<file path="src/rtl/bbox_overlay.sv">
// Avalon-ST stage: finds the bounding box of red pixels in each video frame and outlines it
// on the following frame. Define BBOX_HIGHLIGHT_EN to also paint matching pixels white.
module bbox_overlay #(
    parameter int          IMAGE_W    = 640,
    parameter int          IMAGE_H    = 480,
    parameter logic [7:0]  R_MIN      = 8'd160,
    parameter logic [7:0]  GB_MAX     = 8'd80,
    parameter logic [23:0] BOX_COLOUR = 24'hFF0000
) (
    input  logic        clk,
    input  logic        reset,
    input  logic [23:0] sink_data,
    input  logic        sink_valid,
    input  logic        sink_sop,
    input  logic        sink_eop,
    output logic        sink_ready,
    output logic [23:0] source_data,
    output logic        source_valid,
    output logic        source_sop,
    output logic        source_eop,
    input  logic        source_ready,
    output logic        box_valid
);
    localparam int XW = $clog2(IMAGE_W);
    localparam int YW = $clog2(IMAGE_H);
    localparam logic [XW-1:0] X_LAST = XW'(IMAGE_W - 1);
    localparam logic [YW-1:0] Y_LAST = YW'(IMAGE_H - 1);

    logic [23:0]   source_data_q, source_data_d;
    logic          source_valid_q, source_valid_d;
    logic          source_sop_q, source_sop_d;
    logic          source_eop_q, source_eop_d;
    logic          box_valid_q, box_valid_d;
    logic          in_video_q, in_video_d;
    logic          hit_q, hit_d;
    logic [XW-1:0] x_q, x_d, xmin_q, xmin_d, xmax_q, xmax_d, l_q, l_d, r_q, r_d;
    logic [YW-1:0] y_q, y_d, ymin_q, ymin_d, ymax_q, ymax_d, t_q, t_d, b_q, b_d;

    logic          xfer;
    logic          is_pixel;
    logic          match;
    logic          on_box;
    logic [23:0]   pixel_out;

    always_comb begin
        // NOTE: every signal written here gets a default first so no latch is inferred.
        sink_ready     = ~source_valid_q | source_ready;
        xfer           = sink_valid & sink_ready;
        is_pixel       = xfer & ~sink_sop & in_video_q;
        match          = is_pixel && (sink_data[23:16] >= R_MIN) &&
                         (sink_data[15:8] <= GB_MAX) && (sink_data[7:0] <= GB_MAX);
        on_box         = box_valid_q &&
                         (((x_q == l_q || x_q == r_q) && y_q >= t_q && y_q <= b_q) ||
                          ((y_q == t_q || y_q == b_q) && x_q >= l_q && x_q <= r_q));

        pixel_out = sink_data;
`ifdef BBOX_HIGHLIGHT_EN
        if (match) pixel_out = 24'hFFFFFF;
`endif
        if (on_box) pixel_out = BOX_COLOUR;

        source_data_d  = source_data_q;
        source_valid_d = source_valid_q;
        source_sop_d   = source_sop_q;
        source_eop_d   = source_eop_q;
        box_valid_d    = box_valid_q;
        in_video_d     = in_video_q;
        hit_d          = hit_q;
        x_d            = x_q;
        y_d            = y_q;
        xmin_d         = xmin_q;
        xmax_d         = xmax_q;
        ymin_d         = ymin_q;
        ymax_d         = ymax_q;
        l_d            = l_q;
        r_d            = r_q;
        t_d            = t_q;
        b_d            = b_q;

        // The output register reloads whenever it is empty or being drained this cycle.
        if (sink_ready) begin
            source_valid_d = sink_valid;
            if (sink_valid) begin
                source_data_d = is_pixel ? pixel_out : sink_data;
                source_sop_d  = sink_sop;
                source_eop_d  = sink_eop;
            end
        end

        if (xfer && sink_sop) begin
            in_video_d = (sink_data[3:0] == 4'd0);
            if (sink_data[3:0] == 4'd0) begin
                x_d    = '0;
                y_d    = '0;
                xmin_d = X_LAST;
                xmax_d = '0;
                ymin_d = Y_LAST;
                ymax_d = '0;
                hit_d  = 1'b0;
            end
        end else if (is_pixel) begin
            if (x_q == X_LAST) begin
                x_d = '0;
                if (y_q != Y_LAST) y_d = y_q + 1'b1;
            end else begin
                x_d = x_q + 1'b1;
            end
            if (match) begin
                if (x_q < xmin_q) xmin_d = x_q;
                if (x_q > xmax_q) xmax_d = x_q;
                if (y_q < ymin_q) ymin_d = y_q;
                if (y_q > ymax_q) ymax_d = y_q;
                hit_d = 1'b1;
            end
            // Frame end latches the box including this final pixel's own update.
            if (sink_eop) begin
                l_d         = xmin_d;
                r_d         = xmax_d;
                t_d         = ymin_d;
                b_d         = ymax_d;
                box_valid_d = hit_d;
            end
        end

        if (xfer && sink_eop) in_video_d = 1'b0;
    end

    // NOTE: sequential state uses non-blocking assignments only.
    always_ff @(posedge clk or posedge reset) begin
        if (reset) begin
            source_data_q  <= '0;
            source_valid_q <= 1'b0;
            source_sop_q   <= 1'b0;
            source_eop_q   <= 1'b0;
            box_valid_q    <= 1'b0;
            in_video_q     <= 1'b0;
            hit_q          <= 1'b0;
            x_q            <= '0;
            y_q            <= '0;
            xmin_q         <= '0;
            xmax_q         <= '0;
            ymin_q         <= '0;
            ymax_q         <= '0;
            l_q            <= '0;
            r_q            <= '0;
            t_q            <= '0;
            b_q            <= '0;
        end else begin
            source_data_q  <= source_data_d;
            source_valid_q <= source_valid_d;
            source_sop_q   <= source_sop_d;
            source_eop_q   <= source_eop_d;
            box_valid_q    <= box_valid_d;
            in_video_q     <= in_video_d;
            hit_q          <= hit_d;
            x_q            <= x_d;
            y_q            <= y_d;
            xmin_q         <= xmin_d;
            xmax_q         <= xmax_d;
            ymin_q         <= ymin_d;
            ymax_q         <= ymax_d;
            l_q            <= l_d;
            r_q            <= r_d;
            t_q            <= t_d;
            b_q            <= b_d;
        end
    end

    assign source_data  = source_data_q;
    assign source_valid = source_valid_q;
    assign source_sop   = source_sop_q;
    assign source_eop   = source_eop_q;
    assign box_valid    = box_valid_q;

endmodule

</file>
<file path="config.mk">
export PLATFORM = sky130hd
export DESIGN_NAME = bbox_overlay
export DESIGN_NICKNAME = d
export VERILOG_FILES = /design/src/rtl/bbox_overlay.sv
export SDC_FILE = /design/constraint.sdc
export NUM_CORES = 1
export LEC_CHECK = 0
export CAP_MARGIN = 10
export CORE_MARGIN = 2
export CORE_UTILIZATION = 55
export CTS_CLUSTER_SIZE = 14
export DETAILED_ROUTE_END_ITERATION = 10
export GPL_TIMING_DRIVEN = 0
export PLACE_DENSITY = 0.76
export REMOVE_ABC_BUFFERS = 1
export SYNTH_ARGS = -nofsm -noshare
export SYNTH_HDL_FRONTEND = slang
export SYNTH_SLANG_ARGS = --single-unit
export TNS_END_PERCENT = 20
</file>
<file path="constraint.sdc">
create_clock -name clk -period 9.98 [get_ports clk]
set_input_delay 1.996 -clock clk [delete_from_list [all_inputs] [get_ports clk]]
set_output_delay 1.996 -clock clk [all_outputs]
set_load 0.05 [all_outputs]
</file>
==> results of run 1 <==
## cell families (layout without fill, tap and decap cells)
| logic type | Yosys count | after routing | synth area share (%) |
|---|---|---|---|
| xor gates and xnor gates | 14 | 14 | 1.680 |
| adders and majority gates | 76 | 76 | 13.03 |
| and+or+nand+nor | 272 | 272 | 17.12 |
| muxes | 11 | 11 | 1.508 |
| AOI/OAI and AO/OA | 189 | 189 | 17.47 |
| DFF | 125 | 125 | 42.85 |
| buffers and inverters | 120 | 183 | 6.342 |
## cell usage in the layout (no fill, tap or decap), drive strengths merged, types with 5 or more instances in the layout
cell type,count
a211oi,9
a21o,9
a21oi,56
a22o,11
a31oi,25
and3,5
and4,9
buf,7
clkbuf,26
clkdlybuf4s50,58
dfrtp,125
ha,76
inv,86
mux2i,11
nand2,116
nand2b,6
nand3,23
nand3b,8
nand4,18
nor2,69
nor3,5
o211ai,7
o21ai,29
o221ai,8
o22a,7
xor2,11
## critical path, stage by stage
cell             delay (ns)
clkdlybuf4s50_1        0.45
nor2b_1                0.08
inv_1                  0.16
and4_1                 0.79
o2111ai_2              0.64
a211oi_2               0.98
o21ai_1                0.48
a22o_1                 0.32
## final timing paths
check	end	slack, ns	cells after the start
worst min register to register	source_sop	0.48	2
worst min-delay path	source_sop	0.48	2
worst max-delay path	xmin_q[8]	4.38	8
worst max register to register	xmin_q[8]	5.96	7
min in group asynchronous	t_q[4]	1.93	2
max in group asynchronous	source_data[4]	7.31	3
## power breakdown
part / internal (uW) / switching, uW
combinational: 132 / 195
sequential: 565 / 50.1
clock: 406 / 213
total: 1100 / 459
## per-stage QoR
| stage | setup slack, ns | instances | hold slack [ns] | cell area (um2) |
|---|---|---|---|---|
| floorplan | 4.116 | 773 | 0.4482 | 7159 |
| global placement | 2.565 | 1007 | 0.4594 | 7960 |
| detailed placement | 3.964 | 1014 | 0.4619 | 8103 |
| CTS | 4.386 | 1046 | 0.4828 | 8702 |
| global route | 4.107 | 1046 | 0.5012 | 8702 |
| finish | 4.385 | 1046 | 0.4791 | 8702 |
## flip-flops by register name (all words and copies together), names as in the netlist
register	cells
source_data	24
in_video_q	1
source_valid	1
xmin_q	10
y_q	9
r_q	10
source_sop	1
t_q	9
b_q	9
source_eop	1
hit_q	1
x_q	10
l_q	10
box_valid	1
xmax_q	10
ymax_q	9
ymin_q	9
## layout make-up
cell class,count,share of cell area (%)
Tap cell,176,2.531
Clock buffer,26,5.967
Clock inverter,6,0.9202
Timing Repair Buffer,65,7.908
Multi-Input combinational cell,562,42.96
Inverter,86,3.767
Sequential cell,125,35.95
## layer usage
metal / wire (um) / vias to the layer above / global-route usage [%]
li1: - / 2947 / -
met1: 7566 / 3004 / 33.31
met2: 8357 / 187 / 41.49
met3: 1151 / 28 / 6.897
met4: 246 / 0 / 10.04
met5: 0 / - / 0
==> flow_summary.ini, run 1 <==
[clock_network]
cts_tree = yes
clkSlewWorstSetupHoldPaths_ns = 0.05
numCtsBuffers = 17
clockBufferDepth = 2
postCtsResizedCells = 0
htreeDepth = 4
clock_sinks = 125
clock-root-buffer = clkbuf_16
clk_latency_ns = 0.42
ctsHoldBuffers = 0
cts_setup_buffers = 0

[synth]
yosysUniqueCellTypes = 58
yosysSeqAreaShare_pct = 42.85
synth-edff-count = 0
synthTopCellsByArea = dfrtp_1, ha_1, nand2_1
netlist_top_cells_count = dfrtp_1, nand2_1, inv_1, ha_1, nor2_1
avgSynthCellArea_um2 = 9.045
synth_area_leader_cell = dfrtp_1
synth-main-ff-cell = dfrtp_1
synth.most_common_cell = dfrtp_1
yosys.area.top_type_share_pct = 42.85
mappedNetlistArea_um2 = 7300
synth_cells = 807
async_flop_share_pct = 100.0
ys_ff_latch = 125
yosysWarnings = 0

[global_routing]
grt.total_usage_pct = 25.78
grt_pass1_wl_um = 29340
first_global_vias = 6170
antenna_found_initial = 0
grt_overflow = 0
grt_max_degree = 96

[cells_and_area]
area_growth_pct = 19.21
antennaDiodeCount = 0
n_fill_cell = 1006
utilization_pct = 66.50
seq_area_um2 = 3128
layout-drive-gt1-share_pct = 5.862
nets = 963
multiInputGateArea_um2 = 3739

[floorplanning]
die_y_um = 119.2
core_area_um2 = 13090
rows = 42
die_x_um = 119.2
initial_core_util_pct = 55.79
pin_count = 59
dieArea_um2 = 14210

[power]
power_per_cell_area_nw_per_um2 = 179.4
power_leakage_uw = 0.004063
power.total_uw = 1561
peakVddDrop_uv = 144.4

[route]
drc = 0
num_vias = 6166
routedWlPerCell_um = 16.56
drt_iter0_drc = 419
via_per_inst = 5.895
routed_wl_um = 17320
final_antenna_net_count = 0
firstDrtPassIters = 5

[timing]
finalCritPeriodShare_pct = 56.07
final_hold_viol_count = 0
finalClockSkew_ns = 0.009066
fmax_mhz = 178.7
relSlewSlack_pct = 32.03
worstMarginPinSlew_ns = 1.018
slew_violations = 0
grt_setup_unrepaired = no
min_period_ns = 5.595
fin_setup_tns_ns = 0
setup_violations = 0

[setup_path]
crit_start = source_ready
critPathLaunchType = primary input
critical_path_required_ns = 10.28
crit_path_end_kind = flip-flop
cp_max_fo = 19
critPathKind = in -> reg
crit_arrival_ns = 5.90
r2r-start = source_valid

[placement]
dp_hpwl_um = 11890
numPortBuffers = 58
gp_congestion = 0.8524

[job]
cap_violations = 0

[min_path]
min-delay-start = source_sop
hp-class = reg -> reg

[run_status]
status = finished clean
No activity file was read; power rests on OpenSTA's default activity.
==> run 2, diff against run 1 <==
clock period = 5.85 ns   (was 9.98 ns; I/O delays follow)
==> results of run 2 <==
The final DEF is identical to that of run 1. Status: finished clean.
Main changes from that run: setup slack after placement 3.964 ns -> 0.6603 ns; setup slack after layout 4.385 ns -> 1.081 ns; register-to-register setup slack 5.96 ns -> 1.83 ns; total power 1561 uW -> 2663 uW; worst IR drop on VDD 144.4 uV -> 246.3 uV
